**config.mk**
```make
export PLATFORM = sky130hd
export DESIGN_NAME = hlm_readout_controller
export DESIGN_NICKNAME = d
export VERILOG_FILES = /design/src/rtl/hlm_readout_controller.sv
export SDC_FILE = /design/constraint.sdc
export NUM_CORES = 1
export LEC_CHECK = 0
export CORE_MARGIN = 2
export CORE_UTILIZATION = 38
export CTS_CLUSTER_DIAMETER = 40
export DETAILED_ROUTE_END_ITERATION = 12
export PLACE_DENSITY_LB_ADDON = 0.12
export SYNTH_ARGS = -nofsm -noshare
export SYNTH_HDL_FRONTEND = slang
export SYNTH_SLANG_ARGS = --single-unit
export TNS_END_PERCENT = 100
```
**constraint.sdc**
```tcl
create_clock -name clock -period 2 [get_ports clock]
set_input_delay 0.4 -clock clock [delete_from_list [all_inputs] [get_ports clock]]
set_output_delay 0.4 -clock clock [all_outputs]
set_load 0.05 [all_outputs]
```
**src/rtl/hlm_readout_controller.sv**
```systemverilog
// hlm_readout_controller: walks one SSID's hit list in block memory storage
// and streams hit words downstream. Optional stats via HLM_READOUT_STATS_EN.
module hlm_readout_controller #(
    parameter int SSIDBITS    = 16,
    parameter int NCOLS_HLM   = 32,
    parameter int INDEXBITS   = 4,
    parameter int MAXHITS     = 16,
    parameter int READTIMEOUT = 64
) (
    input  logic                 clock,
    input  logic                 reset,
    input  logic                 reqValid,
    input  logic [SSIDBITS-1:0]  reqSSID,
    output logic                 reqReady,
    output logic                 memRead,
    output logic [SSIDBITS-1:0]  memSSID,
    output logic [INDEXBITS-1:0] memIndex,
    input  logic                 memReadReady,
    input  logic                 memHitValid,
    input  logic [NCOLS_HLM-1:0] memHitInfo,
    output logic                 outValid,
    output logic [SSIDBITS-1:0]  outSSID,
    output logic [NCOLS_HLM-1:0] outHitInfo,
    input  logic                 outReady,
    output logic                 ssidDone,
    output logic [INDEXBITS:0]   ssidHitCount,
    output logic                 readError
`ifdef HLM_READOUT_STATS_EN
    ,
    output logic [31:0]          totalHits
`endif
);

    localparam int CNTBITS   = INDEXBITS + 1;
    localparam int TIMERBITS = $clog2(READTIMEOUT + 1);
    localparam logic [TIMERBITS-1:0] TIMERLAST = TIMERBITS'(READTIMEOUT - 1);
    localparam logic [CNTBITS-1:0]   IDXLAST   = CNTBITS'(MAXHITS);

    typedef enum logic [2:0] {
        IDLE,
        ISSUE,
        WAIT,
        EMIT,
        DONE
    } stateType;

    stateType              state;
    stateType              nextState;
    logic [SSIDBITS-1:0]   ssidReg;
    logic [CNTBITS-1:0]    idx;
    logic [CNTBITS-1:0]    idxNext;
    logic [TIMERBITS-1:0]  timer;
    logic [NCOLS_HLM-1:0]  hitReg;
    logic                  timerExpired;

    assign idxNext      = idx + 1'b1;
    assign timerExpired = (timer == TIMERLAST);

    // State register
    always_ff @(posedge clock or posedge reset) begin
        if (reset) begin
            state <= IDLE;
        end else begin
            state <= nextState;
        end
    end

    // Next-state logic; a storage reply beats a simultaneous timeout
    always_comb begin
        nextState = state;
        unique case (state)
            IDLE: begin
                if (reqValid) begin
                    nextState = ISSUE;
                end
            end
            ISSUE: begin
                nextState = WAIT;
            end
            WAIT: begin
                if (memReadReady) begin
                    nextState = memHitValid ? EMIT : DONE;
                end else if (timerExpired) begin
                    nextState = DONE;
                end
            end
            EMIT: begin
                if (outReady) begin
                    nextState = (idxNext == IDXLAST) ? DONE : ISSUE;
                end
            end
            DONE: begin
                nextState = IDLE;
            end
            default: begin
                nextState = IDLE;
            end
        endcase
    end

    // Datapath registers: latched SSID, row index, timer, hit word, error
    always_ff @(posedge clock or posedge reset) begin
        if (reset) begin
            ssidReg   <= '0;
            idx       <= '0;
            timer     <= '0;
            hitReg    <= '0;
            readError <= 1'b0;
        end else begin
            unique case (state)
                IDLE: begin
                    if (reqValid) begin
                        ssidReg <= reqSSID;
                        idx     <= '0;
                    end
                end
                ISSUE: begin
                    timer <= '0;
                end
                WAIT: begin
                    timer <= timer + 1'b1;
                    if (memReadReady && memHitValid) begin
                        hitReg <= memHitInfo;
                    end else if (!memReadReady && timerExpired) begin
                        readError <= 1'b1;
                    end
                end
                EMIT: begin
                    if (outReady) begin
                        idx <= idxNext;
                    end
                end
                default: begin
                end
            endcase
        end
    end

    assign reqReady     = (state == IDLE);
    assign memRead      = (state == ISSUE);
    assign memSSID      = ssidReg;
    assign memIndex     = idx[INDEXBITS-1:0];
    assign outValid     = (state == EMIT);
    assign outSSID      = ssidReg;
    assign outHitInfo   = hitReg;
    assign ssidDone     = (state == DONE);
    assign ssidHitCount = (state == DONE) ? idx : '0;

`ifdef HLM_READOUT_STATS_EN
    logic [31:0] hitTotal;

    // Saturating count of hit words accepted downstream
    always_ff @(posedge clock or posedge reset) begin
        if (reset) begin
            hitTotal <= '0;
        end else if (outValid && outReady && (hitTotal != 32'hFFFF_FFFF)) begin
            hitTotal <= hitTotal + 32'd1;
        end
    end

    assign totalHits = hitTotal;
`endif

endmodule

```
==> impl_results.rst <==
.. list-table::
   :header-rows: 1

   * - Metric
     - Value
   * - Final Cycle Share
     - around 97%
   * - Class of the tightest hold or removal check
     - in2async
   * - Clock skew
     - 0.00581 ns
   * - Top Usage Layer GRT
     - met2
   * - Detailed-router iteration count before antenna repair
     - 4
   * - Gate family responsible for the most delay along the worst path
     - buffers and inverters
   * - Unrepaired setup endpoints after global routing
     - false
   * - Count of flip-flops with a built-in enable after synthesis
     - 0
   * - Cell with the biggest individual delay on the critical path
     - sky130_fd_sc_hd__clkdlybuf4s50_1
   * - Die Footprint
     - 8540 sq um
   * - Worst Tran Pin Value
     - around 0.53 ns
   * - Starting density of the core
     - about two fifths
   * - Top Ports
     - about 130
   * - CTS max path bufs
     - 2
   * - Final WL
     - ~6.5 mm
   * - Largest stage delay on the critical path
     - between 0.8 and 0.9 ns
   * - DRC Markers
     - 0
   * - Number of nets in the final layout
     - 405
   * - Final setup vio count
     - 0
   * - P&R area growth vs syn
     - 53.4%
   * - Kind of start point of the critical path
     - register
   * - Crit. path cell count
     - 1
   * - Reg2Reg Depth
     - 5
   * - Antenna viol nets, final
     - 0
   * - Global Route met1 Usage
     - roughly 22%
   * - Count of synthesis-stage warnings from yosys
     - 0
   * - Register bit total from synthesis
     - 64
   * - Grt total ovfl
     - 0
   * - Relative max-transition margin
     - about two thirds
   * - Routed wire per std cell
     - around 14 um
   * - Crit path time final
     - roughly 1.9 ns
   * - Global routing met3 resource utilization
     - around 5.3%
   * - HPWL Detailed
     - around 4.7 mm
   * - Origin of the critical flop-to-flop path
     - timer[0]
   * - Via count of the first global-routing pass
     - around 2000
   * - Maximum number of pins on one net before global-route repair
     - between 40 and 50
   * - Std-Cell Rows
     - 32
   * - Clock Sink Count
     - 64
   * - Number of vias per cell after detailed routing
     - around 4.8
   * - Distinct cell type count after synthesis
     - 45
   * - Syn_nets
     - between 200 and 300
   * - Wire length of the first global-routing pass
     - between 10 and 15 mm
   * - Clock tree from TritonCTS
     - yes
   * - PortBufs
     - 131
   * - Count of hold buffers inserted by post-cts repair
     - 0
   * - Cell at the root of the clock tree
     - sky130_fd_sc_hd__clkbuf_8
   * - Gate count of the mapped netlist
     - 228
   * - Worst EP arrival
     - roughly 1.5 ns
   * - Leading cell types in the layout, fill and taps excluded
     - 115 x sky130_fd_sc_hd__clkdlybuf4s50_1, 62 x sky130_fd_sc_hd__dfrtp_1, 29 x sky130_fd_sc_hd__mux2_1
   * - DIE HEIGHT
     - ~92 um
   * - Final hold violations
     - 0
   * - Most common cell after layout, fill and taps aside
     - sky130_fd_sc_hd__clkdlybuf4s50_1
   * - Start-to-end type of the worst setup path
     - reg2out
   * - Synthesized cell area
     - 2970 sq um
   * - Source-to-sink clock delay at the later pin of the worst-skew pair
     - ~0.33 ns
   * - Post-synthesis async set-or-reset flop share
     - 100%
   * - Sequential share of the synthesized area
     - between 50% and 60%
   * - Per-instance average area after synthesis
     - approximately 13 sq um
   * - GR Util met2
     - a little under a quarter
   * - Width of the die
     - just over 90 um
   * - Aggregate negative setup slack
     - 0 ns
   * - Buffers plus inverters on the worst setup path
     - 1
   * - Max-cap check violation count
     - 0
   * - Share of cells above drive strength 1
     - approximately 20%
   * - F_max
     - between 0.5 and 0.6 GHz
   * - Register-to-register setup slack
     - 0.26 ns
   * - Kind of end point of the critical path
     - output pin
   * - Required time at the endpoint of the critical path
     - between 1.5 and 2 ns
   * - Total track usage
     - roughly 16%
   * - Largest fanout on the critical path
     - 3
   * - Count of vias placed by the detailed router
     - between 2000 and 2500
   * - Pins Over Slew Limit
     - 0
   * - ANT cells
     - 0
   * - Crit-path cells
     - clkdlybuf4s50_1
   * - Main synth FF type
     - sky130_fd_sc_hd__dfrtp_1
   * - Clock input transition at the sequential cells of the worst setup and hold paths
     - ~0.070 ns
   * - Outcome
     - complete, no violations
   * - R2R Path End
     - state[1]
   * - Core area
     - around 7600 sq um
   * - Initial antenna violation count
     - 0
   * - Iteration-0 DRC count of the detailed router
     - 88
   * - H-tree depth reported by CTS
     - 3
   * - Clock buffers created by TritonCTS
     - 9
   * - GP Congestion
     - approximately 0.82
==> per-layer routing <==
| metal | wire (um) | vias to the layer above |
|---|---|---|
| li1 | - | 1038 |
| met2 | 3000 | 72 |
| met3 | 484 | 8 |
| met1 | 2950 | 1053 |
| met5 | 0 | - |
| met4 | 96 | 0 |
==> stage by stage <==
stage	setup slack (ns)	std cells	util, %	instance area [sq um]	hold slack (ns)
after floorplan	0.00190	228	-	2970	0.450
after detailed placement	0.102	440	57.0	4360	0.446
after CTS	0.0267	455	59.5	4550	0.429
after global placement	0.110	440	57.0	4360	0.442
after global routing	0.00714	455	59.5	4550	0.437
final	0.0592	455	59.5	4550	0.433
==> sequential cells by signal (all words and copies together), names as in the netlist <==
| signal | flops |
|---|---|
| idx | 5 |
| memSSID | 16 |
| outHitInfo | 32 |
| readError | 1 |
| state | 3 |
| timer | 7 |
==> worst max-delay path by stage <==
stage	startpoint	endpoint	slack, ns
floorplan	reset	idx[0]	0.002
global placement	reqValid	memSSID[10]	0.11
detailed placement	reqValid	memSSID[13]	0.10
CTS	state[2]	memRead	0.03
global route	memSSID[5]	outSSID[5]	0.007
finish	memSSID[5]	outSSID[5]	0.06
==> worst min-delay path, delay by kind of cell <==
| kind | cells | cell delay [ns] |
|---|---|---|
| buffers and inverters | 3 | 0.73 |
==> cell families after synthesis <==
kind of cell | after synthesis | share of synthesized area (%)
AO/OA/AOI/OAI | 32 | 7.12
XOR/XNOR | 2 | 0.590
adder cells (fa/ha/maj) | 2 | 0.843
buffers and inverters | 36 | 8.64
flip-flops | 64 | 53.9
multiplexers | 49 | 19.8
AND/OR/NAND/NOR | 43 | 9.06
==> cell usage after synthesis (2+ instances only) <==
master,instances,area (sq um)
sky130_fd_sc_hd__and2_1,3,18.8
sky130_fd_sc_hd__mux2_2,9,101
sky130_fd_sc_hd__o311ai_1,2,17.5
sky130_fd_sc_hd__dfrtp_1,64,1600
sky130_fd_sc_hd__ha_1,2,25.0
sky130_fd_sc_hd__nand2_1,9,33.8
sky130_fd_sc_hd__clkbuf_1,3,11.3
sky130_fd_sc_hd__mux2_1,29,327
sky130_fd_sc_hd__buf_6,4,45.0
sky130_fd_sc_hd__and3_1,6,37.5
sky130_fd_sc_hd__or3b_1,2,17.5
sky130_fd_sc_hd__a22o_1,3,26.3
sky130_fd_sc_hd__a21oi_1,4,20.0
sky130_fd_sc_hd__buf_4,21,158
sky130_fd_sc_hd__a31oi_1,2,12.5
sky130_fd_sc_hd__nand3_1,4,20.0
sky130_fd_sc_hd__nand4_1,3,18.8
sky130_fd_sc_hd__nor2_1,6,22.5
sky130_fd_sc_hd__a21o_1,2,15.0
sky130_fd_sc_hd__inv_1,6,22.5
sky130_fd_sc_hd__mux2_4,10,150
sky130_fd_sc_hd__o21ai_0,11,55.1
==> layout make-up <==
cell class                 instances  area (sq um)
clock buffer                      11           141
clock inverter                     4          45.0
fill                             627          3090
inverter                           6          22.5
multi-input combinational        128          1120
sequential                        64          1600
tap                              102           128
timing repair buffer             140          1490
==> what timing repair did <==
item | CTS | global route
setup endpoints to repair | 6 | 2
gates resized for setup | 2 | 3
buffers inserted | 0 | 0
pin swaps | 0 | 0
Power is left out: the tool's default activity adds up to more than one toggle a clock period on the data nets, which glitch-free logic cannot reach.
